$ cat config.mk
export PLATFORM = sky130hd
export DESIGN_NAME = nibble_serial_adder
export DESIGN_NICKNAME = d
export VERILOG_FILES = /design/src/rtl/nibble_serial_adder.sv
export SDC_FILE = /design/constraint.sdc
export NUM_CORES = 1
export LEC_CHECK = 0
export ABC_AREA = 1
export CORE_UTILIZATION = 40
export CTS_CLUSTER_DIAMETER = 150
export DETAILED_ROUTE_END_ITERATION = 8
export RECOVER_POWER = 25
export SLEW_MARGIN = 15
export SYNTH_ARGS = -nofsm -noshare
export SYNTH_HDL_FRONTEND = slang
export SYNTH_SLANG_ARGS = --single-unit
$ cat constraint.sdc
create_clock -name clk -period 5.6 [get_ports clk]
set_input_delay 1.12 -clock clk [delete_from_list [all_inputs] [get_ports clk]]
set_output_delay 1.12 -clock clk [all_outputs]
set_load 0.03 [all_outputs]
$ cat src/rtl/nibble_serial_adder.sv
// rtl/nibble_serial_adder.sv - WIDTH-bit adder through one 4-bit ripple slice, one nibble per clock, LSB nibble first.
// Optional SERIAL_ADDER_OVF_EN adds a registered two's-complement overflow output.
module nibble_serial_adder #(
  parameter int WIDTH = 16
) (
  input  logic             clk,
  input  logic             rst_n,
  input  logic             in_valid,
  output logic             in_ready,
  input  logic [WIDTH-1:0] a,
  input  logic [WIDTH-1:0] b,
  input  logic             ci,
  output logic             out_valid,
  input  logic             out_ready,
  output logic [WIDTH-1:0] sum,
  output logic             co
`ifdef SERIAL_ADDER_OVF_EN
  ,
  output logic             ovf
`endif
);

  localparam int N  = WIDTH / 4;
  localparam int KW = (N > 1) ? $clog2(N) : 1;

  typedef enum logic [1:0] {
    IDLE = 2'd0,
    RUN  = 2'd1,
    DONE = 2'd2
  } state_t;

  state_t          state;
  logic [WIDTH-1:0] a_reg;
  logic [WIDTH-1:0] b_reg;
  logic            carry;
  logic [KW-1:0]   k;

  logic [3:0]      slice_s;
  logic            slice_co;
`ifdef SERIAL_ADDER_OVF_EN
  logic            slice_c3;
`endif

  // The single 4-bit ripple slice; c is the carry rippling bit to bit.
  always_comb begin
    logic c;
    c = carry;
    slice_s = '0;
`ifdef SERIAL_ADDER_OVF_EN
    slice_c3 = 1'b0;
`endif
    for (int i = 0; i < 4; i++) begin
`ifdef SERIAL_ADDER_OVF_EN
      if (i == 3) slice_c3 = c;
`endif
      slice_s[i] = a_reg[i] ^ b_reg[i] ^ c;
      c = (a_reg[i] & b_reg[i]) | (b_reg[i] & c) | (c & a_reg[i]);
    end
    slice_co = c;
  end

  always_ff @(posedge clk) begin
    if (!rst_n) begin
      state     <= IDLE;
      in_ready  <= 1'b1;
      out_valid <= 1'b0;
      a_reg     <= '0;
      b_reg     <= '0;
      carry     <= 1'b0;
      k         <= '0;
      sum       <= '0;
      co        <= 1'b0;
`ifdef SERIAL_ADDER_OVF_EN
      ovf       <= 1'b0;
`endif
    end else begin
      case (state)
        IDLE: begin
          if (in_valid) begin
            a_reg    <= a;
            b_reg    <= b;
            carry    <= ci;
            k        <= '0;
            sum      <= '0;
            co       <= 1'b0;
`ifdef SERIAL_ADDER_OVF_EN
            ovf      <= 1'b0;
`endif
            in_ready <= 1'b0;
            state    <= RUN;
          end
        end
        RUN: begin
          sum[{k, 2'b00} +: 4] <= slice_s;
          carry <= slice_co;
          a_reg <= a_reg >> 4;
          b_reg <= b_reg >> 4;
          if (k == KW'(N - 1)) begin
            k         <= '0;
            co        <= slice_co;
`ifdef SERIAL_ADDER_OVF_EN
            ovf       <= slice_c3 ^ slice_co;
`endif
            out_valid <= 1'b1;
            state     <= DONE;
          end else begin
            k <= k + KW'(1);
          end
        end
        DONE: begin
          // Input is never taken here, even alongside the output handshake.
          if (out_ready) begin
            out_valid <= 1'b0;
            in_ready  <= 1'b1;
            state     <= IDLE;
          end
        end
        default: begin
          out_valid <= 1'b0;
          in_ready  <= 1'b1;
          state     <= IDLE;
        end
      endcase
    end
  end

endmodule

==> flow_summary.yaml, run 1 <==
run_status:
  status: "finished with violations"
  violations: "design-rule violations"
timing:
  setup_viol: 0
  finalCriticalPeriod_ns: 3.80
  relSlewSlack: 0.136
  fmax_ghz: 0.263
  finalSetupTns_ns: 0
  slew_viol_final: 0
  hold_ws_ns: 0.444
  final_hold_viol_count: 0
  rsz0062_at_grt: "no"
  skew_ns: 0.00794
  finalCritPeriodShare: 0.678
  worst_slew_pin_slew_ns: 1.30
worst_setup_path:
  cp.required_ns: 5.82
  worstSetupStartpointType: "input port"
  cp-end-kind: "flip-flop"
  cp_max_fo: 29
  path_class: "input port to flip-flop"
  reg2reg_from: "state[0]"
  startpoint: "rst_n"
  arrival_ns: 4.02
  rrSetupSlack_ns: 3.25
  timing.rr.end: "k[0]"
  reg2reg_depth: 5
global_routing:
  grt_pass1_wl_um: 9740
  grt_pass1_vias: 2217
  grt_max_degree: 53
  antenna_found_initial: 0
  grt_overflow: 0
  grt_usage: 0.169
cts:
  cts.clk_slew.worst_paths_ns: 0.10
  clk_path_buf_depth: 2
  post_cts_buffers: 0
  clkLatencyLatePin_ns: 0.31
  cts_resized: 0
  cts_max_level: 2
  numCtsBuffers: 5
  cts_sinks: 56
  cts_tree: "yes"
  hold_buffers: 0
  root_buffer: "clkbuf_8"
power_and_ir_drop:
  p_int_w: 0.000632
  power.total_w: 0.000879
  power_density_nw_per_um2: 258
  clkPwrFrac: 0.298
  p_leak_nw: 1.54
  vdd_drop_max_mv: 0.106
  combPwrFrac: 0.203
  pwr-share-seq: 0.500
  p_sw_frac: 0.281
  power.switching_w: 0.000247
floorplanning:
  core-area_um2: 6490
  chipWidth_um: 84.7
  num_rows: 29
  fp.dieH_um: 84.7
  ios: 56
  fp.dieArea_um2: 7180
  initial_core_util: 0.422
route:
  avgRoutedWirePerCell_um: 11.1
  drt_wl_total_um: 5860
  drtAntennaViolNets: 0
  drt_iter0_markers: 104
  dr.max_layer_used: "met4"
  viasPerCell: 4.68
  drcViolationCount: 3
  drt-met1-wl_um: 2700
  num_vias: 2478
  dr_wl_met3_um: 161
  dr.pass1.iters: 8
  dr_wl_met2_um: 2920
synth:
  synth_compound_area_frac: 0.113
  synth_top_area_frac: 0.409
  syn_area_um2: 2740
  synth_nets: 451
  yosysWarnings: 0
  synthAdderAreaFrac: 0.0475
  synth_area_leaders: "dfxtp_1, nand2_1, a21oi_1"
  synth.avg_cell_area_um2: 6.75
  yosys.area.top_type: "dfxtp_1"
  yosysSeqAreaShare: 0.409
  synth_cell_types: 24
  synthMuxAreaShare: 0
  synth_xor_area_frac: 0
  synth_top_family_by_area: "simple AND/OR/NAND/NOR gates"
  yosys.area_share.simple: 0.308
  syn_inst: 406
  ys_seq_elements: 56
cells_and_area:
  final_area_um2: 3400
  finalNonFillerCells: 530
  synthToLayoutAreaGrowth_pct: 24.1
  nNetsFinal: 497
  layout-drive-gt1-share: 0.0353
  n_antenna_cell: 0
placed_design:
  dp_hpwl_um: 4150
  placed_cells_incl_taps: 522
  place_congestion: 0.791
  placed_area_um2: 3300
  port-buffer-count: 55
worst_hold_path:
  whs_path_depth: 2
  worstHoldStart: "out_valid"
  hold_path_class: "flip-flop to flip-flop"
  hold_end: "out_valid"
flow_run:
  drv_cap: 0
==> layer usage <==
metal,GRT usage,up-vias
met2,0.316,42
li1,-,1329
met3,0.0236,8
met5,0,-
met1,0.197,1099
met4,0.0601,0
==> worst max path at each step <==
stage                            to  slack, ns  cells past startpoint
final                       sum[15]       1.80                      4
after global routing      b_reg[15]       1.50                      4
after CTS                   sum[15]       2.89                      4
after detailed placement    sum[15]       2.57                      4
after global placement      sum[11]       2.59                      4
after floorplan             sum[15]       3.48                     10
==> synthesized netlist by cell type <==
cell      instances
nand3_2           1
clkbuf_1          3
inv_1            57
or2_1             8
inv_4             1
nor2_1           30
nand3_4           1
nor3b_1           1
a21oi_1          54
nor2_2            1
dfxtp_1          56
nand2_2           1
nand3_1          25
clkinv_1          1
buf_4             4
nor2_4            1
fa_1              4
nand2_1         130
o21ai_0           8
nor3_1            2
buf_2             9
buf_6             1
inv_2             3
ha_1              4
==> logic make-up after synthesis <==
| group | count (synthesis) |
|---|---|
| flops | 56 |
| simple gates | 201 |
| buf+inv | 79 |
| compound gates | 62 |
| fa+ha+maj | 8 |
==> power groups by stage <==
stage / combinational [W] / clock (W) / sequential [W]
2_1_floorplan: 0.000122 / 0 / 0.000449
3_3_place_gp: 0.000179 / 0 / 0.000448
3_5_place_dp: 0.000180 / 0 / 0.000448
4_1_cts: 0.000181 / 0.000269 / 0.000439
5_1_grt: 0.000204 / 0.000283 / 0.000442
6_report: 0.000178 / 0.000262 / 0.000439
==> placed cells by master (no fill, tap or decap) <==
cell type        netlist  final
or2_1                  8      8
nor3b_1                1      1
nand3_4                1      1
bufinv_16              0      1
clkinv_2               0      1
nand2_1              130    130
nor3_1                 2      2
dfxtp_1               56     56
nand2_2                1      1
a21oi_1               54     54
o21ai_0                8      8
ha_1                   4      4
clkbuf_8               0      5
nand3_2                1      1
clkdlybuf4s50_1        0     39
dlygate4sd3_1          0     16
clkinv_1               1      1
inv_1                 57     57
inv_4                  1      1
nor2_4                 1      1
inv_2                  3      3
clkbuf_1               3      2
nand3_1               25     25
nor2_1                30     30
nor2_2                 1      1
fa_1                   4      4
==> worst max-delay path: stages <==
cell and delay (ns):
dlygate4sd3_1 0.52, clkbuf_1 0.95, clkinv_1 1.07, a21oi_1 0.35
==> area by class of cell <==
cell class / count / area, µm²
fill: 686 / 3100
clock inverter: 2 / 35.0
tap: 77 / 96.3
multi-input combinational: 271 / 1280
clock buffer: 6 / 72.6
sequential: 56 / 1120
inverter: 62 / 235
timing repair buffer: 56 / 554
==> stage by stage <==
stage	setup WS [ns]	utilization
after floorplan	3.48	-
after detailed placement	2.57	0.507
after global placement	2.59	0.507
after global routing	1.50	0.523
after CTS	2.89	0.524
final	1.80	0.523
Power figures use the tool's default switching activity.
==> run 2, diff against run 1 <==
PLACE_DENSITY = 0.67   (was default)
clock period = 3.4 ns   (was 5.6 ns; I/O delays follow)
==> run 2 against run 1 <==
The run still ends with design-rule violations left. First-iteration DRC count decreased by 12%. Via count increased by 0.52%. Routed wire length shrank 0.73%. Clock skew shrank 0.0054 ns. Global-route usage grew 0.37 points. Sequential power up 65%. Critical path type is now flip-flop to flip-flop. Critical endpoint is now k[0]. Largest cell class unchanged.
==> flow_summary.yaml, run 2 (synthesis gave the netlist of run 1 again) <==
run_status:
  status: "finished with violations"
  violations: "design-rule violations"
worst_hold_path:
  whs_path_depth: 2
  hold_path_class: "flip-flop to flip-flop"
  worstHoldStart: "out_valid"
  hold_end: "out_valid"
route:
  viasPerCell: 4.70
  drt_wl_total_um: 5820
  drtAntennaViolNets: 0
  num_vias: 2491
  drt-met1-wl_um: 2650
  dr.max_layer_used: "met4"
  dr_wl_met3_um: 166
  dr_wl_met2_um: 2960
  dr.pass1.iters: 6
  drt_iter0_markers: 92
  drcViolationCount: 4
  avgRoutedWirePerCell_um: 11.0
worst_setup_path:
  path_buf_inv: 1
  cp_max_fo: 18
  path_class: "flip-flop to flip-flop"
  crit_top_cell: "nand2_1"
  reg2reg_from: "state[0]"
  critPathSlowestCell: "nor2_1"
  worstSetupStartpointType: "flip-flop"
  crit_chain: "inv_1, nor2_1, nand2_1, nand2_1, nand2_1, a21oi_1"
  timing.rr.end: "k[0]"
  arrival_ns: 2.69
  crit_family: "simple AND/OR/NAND/NOR gates"
  cp.required_ns: 3.64
  cp-end-kind: "flip-flop"
  reg2reg_depth: 6
  slowest_delay_ns: 0.84
  rrSetupSlack_ns: 0.95
floorplanning:
  core-area_um2: 6490
  fp.dieH_um: 84.7
  ios: 56
  initial_core_util: 0.422
  chipWidth_um: 84.7
  num_rows: 29
  fp.dieArea_um2: 7180
timing:
  finalCriticalPeriod_ns: 2.45
  relSlewSlack: 0.336
  fmax_ghz: 0.408
  setup_viol: 0
  finalCritPeriodShare: 0.720
  skew_ns: 0.00252
  final_hold_viol_count: 0
  slew_viol_final: 0
  finalSetupTns_ns: 0
  worst_slew_pin_slew_ns: 0.992
  rsz0062_at_grt: "no"
cells_and_area:
  finalNonFillerCells: 530
  synthToLayoutAreaGrowth_pct: 23.3
  multi_input_area_um2: 1280
  fillers: 667
  register_area_um2: 1120
  nNetsFinal: 497
  layout-drive-gt1-share: 0.0309
  final_cell_mix: "nand2_1, inv_1, dfxtp_1"
  final_common_cell: "nand2_1"
  n_antenna_cell: 0
global_routing:
  grt_max_degree: 53
  grt_pass1_wl_um: 10000
  antenna_found_initial: 0
  grt_overflow: 0
  grt_usage: 0.173
  grt_pass1_vias: 2320
power_and_ir_drop:
  p_leak_nw: 1.51
  vdd_drop_max_mv: 0.180
  power_density_nw_per_um2: 410
cts:
  cts_max_level: 2
  cts_resized: 0
  cts_sinks: 56
  post_cts_buffers: 0
  cts_tree: "yes"
  cts.clk_slew.worst_paths_ns: 0.09
  clk_path_buf_depth: 2
  clkLatencyLatePin_ns: 0.30
  numCtsBuffers: 5
  root_buffer: "clkbuf_8"
  hold_buffers: 0
placed_design:
  place_congestion: 0.857
  dp_hpwl_um: 4090
  port-buffer-count: 55
  placed_cells_incl_taps: 522
flow_run:
  drv_cap: 0
## run 2: through the flow
step           cell area, µm²  power [W]   util  hold WS (ns)  setup WS (ns)
2_1_floorplan            2740   0.000941      -         0.439           1.28
6_report                 3380    0.00138  0.520         0.451          0.952
3_5_place_dp             3300    0.00103  0.507         0.442          0.862
3_3_place_gp             3300    0.00103  0.507         0.437          0.908
5_1_grt                  3380    0.00148  0.520         0.493          0.636
4_1_cts                  3390    0.00140  0.521         0.457           1.09
## run 2: tightest hold or removal path, stage by stage, from the launching register on
cell	delay [ns]
dfxtp_1	0.32
inv_1	0.05
a21oi_1	0.05
## run 2: report_power, final
part / internal (W) / switching (W)
combinational: 0.000123 / 0.000170
sequential: 0.000699 / 0.0000233
clock: 0.000167 / 0.000202
## run 2: worst max path at each step
| stage | cells after the start | start | slack, ns | to |
|---|---|---|---|---|
| 6_report | 6 | state[0] | 0.95 | k[0] |
| 3_3_place_gp | 6 | in_valid | 0.91 | k[0] |
| 3_5_place_dp | 6 | in_valid | 0.86 | a_reg[7] |
| 2_1_floorplan | 10 | a_reg[0] | 1.28 | sum[15] |
| 4_1_cts | 10 | a_reg[0] | 1.09 | sum[7] |
| 5_1_grt | 6 | state[0] | 0.64 | k[0] |
## run 2: layer usage
layer | vias to the layer above | track usage
met5 | - | 0
met4 | 0 | 0.0508
met3 | 4 | 0.0334
met2 | 45 | 0.304
met1 | 1104 | 0.215
li1 | 1338 | -
## run 2: cell type report
class	count	area share
tap	77	0.0285
timing repair buffer	56	0.165
multi-input combinational	271	0.378
clock buffer	8	0.0267
inverter	62	0.0696
sequential	56	0.332
==> run 3, diff against run 2 <==
PLACE_DENSITY = default   (was 0.67)
clock period = 2.4 ns   (was 3.4 ns; I/O delays follow)
==> run 3 against run 2 <==
The flow still finishes with violations (design-rule violations). Critical path depth rose by 4. Largest cell class unchanged. Largest power group unchanged. Routed wire length up 2.3%. Combinational power grew 45%. Sequential power grew 41%. Total power up 49%. Non-clock buffer count grew 6.
==> flow_summary.yaml, run 3 (synthesis gave the netlist of run 1 again) <==
power_and_ir_drop:
  vdd_drop_max_mv: 0.221
  p_leak_nw: 1.51
  power.total_w: 0.00206
  power_density_nw_per_um2: 601
worst_setup_path:
  cp-end-kind: "flip-flop"
  cp.required_ns: 2.60
  path_buf_inv: 2
  slowest_delay_ns: 0.42
  crit_top_cell: "fa_1"
  crit_family: "adder cells"
  cp_max_fo: 2
  worstSetupStartpointType: "flip-flop"
  arrival_ns: 2.42
  critPathSlowestCell: "fa_1"
  path_class: "flip-flop to flip-flop"
  crit_chain: "fa_1, inv_1, fa_1, fa_1, inv_1, fa_1, nand2_1, nor2_1, nand2_1, a21oi_1"
timing:
  setup_viol: 0
  slew_viol_final: 0
  finalCriticalPeriod_ns: 2.23
  skew_ns: 0.00440
  finalCritPeriodShare: 0.928
  final_hold_viol_count: 0
  relSlewSlack: 0.303
  fmax_ghz: 0.449
  setup_ws_ns: 0.173
  finalSetupTns_ns: 0
  worst_slew_pin_slew_ns: 1.04
  rsz0062_at_grt: "no"
floorplanning:
  fp.dieArea_um2: 7180
  chipWidth_um: 84.7
  ios: 56
  fp.dieH_um: 84.7
  core-area_um2: 6490
  num_rows: 29
  initial_core_util: 0.422
cts:
  clk_path_buf_depth: 2
  cts_max_level: 2
  root_buffer: "clkbuf_8"
  post_cts_buffers: 0
  cts_resized: 0
  cts.clk_slew.worst_paths_ns: 0.10
  cts_tree: "yes"
  cts_sinks: 56
  numCtsBuffers: 5
  hold_buffers: 0
  clkLatencyLatePin_ns: 0.31
global_routing:
  grt_usage: 0.184
  grt_max_degree: 28
  grt_pass1_vias: 2376
  grt_overflow: 0
  antenna_found_initial: 0
  grt_pass1_wl_um: 10500
placed_design:
  port-buffer-count: 55
  place_worst_setup_slack_ns: 0.184
  place_congestion: 0.822
  dp_hpwl_um: 4300
route:
  drt_iter0_markers: 120
  drcViolationCount: 5
  num_vias: 2519
  dr.pass1.iters: 6
  viasPerCell: 4.70
  drtAntennaViolNets: 0
  drt_wl_total_um: 5950
  avgRoutedWirePerCell_um: 11.1
run_status:
  violations: "design-rule violations"
  status: "finished with violations"
cells_and_area:
  n_antenna_cell: 0
  synthToLayoutAreaGrowth_pct: 24.9
  final_common_cell: "nand2_1"
  layout-drive-gt1-share: 0.0370
  nNetsFinal: 503
  final_cell_mix: "nand2_1, inv_1, dfxtp_1"
worst_hold_path:
  hold_path_class: "flip-flop to flip-flop"
flow_run:
  drv_cap: 0
[run 3: changes by cell type in the layout (fill, tap and decap cells not counted), moves of 2 or more]
cell / previous run / this run
buf_4: 1 / 4
clkbuf_1: 2 / 4
clkdlybuf4s50_1: 46 / 55
dlygate4sd3_1: 9 / 0
[run 3: where the power goes]
group	total, W	switching (W)	internal, W
logic	0.000425	0.000246	0.000179
registers	0.00102	0.0000303	0.000991
clock network	0.000612	0.000302	0.000310
[run 3: worst paths after layout]
path	cells after the start	slack, ns	end	start
worst max-delay path	10	0.17	sum[15]	a_reg[0]
worst min-delay path	2	0.45	out_valid	out_valid
worst max register to register	10	0.17	sum[15]	a_reg[0]
worst min register to register	2	0.45	out_valid	out_valid
[run 3: worst register-to-register path, stage by stage (launching register included)]
cell and delay [ns]:
dfxtp_1 0.37, fa_1 0.18, inv_1 0.05, fa_1 0.38, fa_1 0.36, inv_1 0.07
fa_1 0.42, nand2_1 0.10, nor2_1 0.05, nand2_1 0.07, a21oi_1 0.06
[run 3: area by class of cell]
class	instances	area [µm²]
clock buffers	6	72.6
multi-input cells	271	1270
well taps	77	96.3
fillers	672	3070
flip-flops and latches	56	1120
inverters	62	235
repair buffers	62	592
clock inverters	2	35.0
[run 3: layer usage]
metal  up-vias  wire (µm)  part of all wire  global-route usage
li1       1343          -                 -                   -
met1      1121       2750              0.46               0.217
met2        47       2880              0.48               0.330
met3         8        215             0.036              0.0374
met4         0        110             0.018              0.0647
met5         -          0                 0                   0
[run 3: metrics by stage]
step	std cells	hold WS (ns)	util	instance area, µm²
floorplan	406	0.439	-	2740
global placement	528	0.434	0.514	3340
detailed placement	528	0.443	0.514	3340
CTS	536	0.455	0.531	3450
global route	536	0.485	0.527	3420
finish	536	0.448	0.527	3420
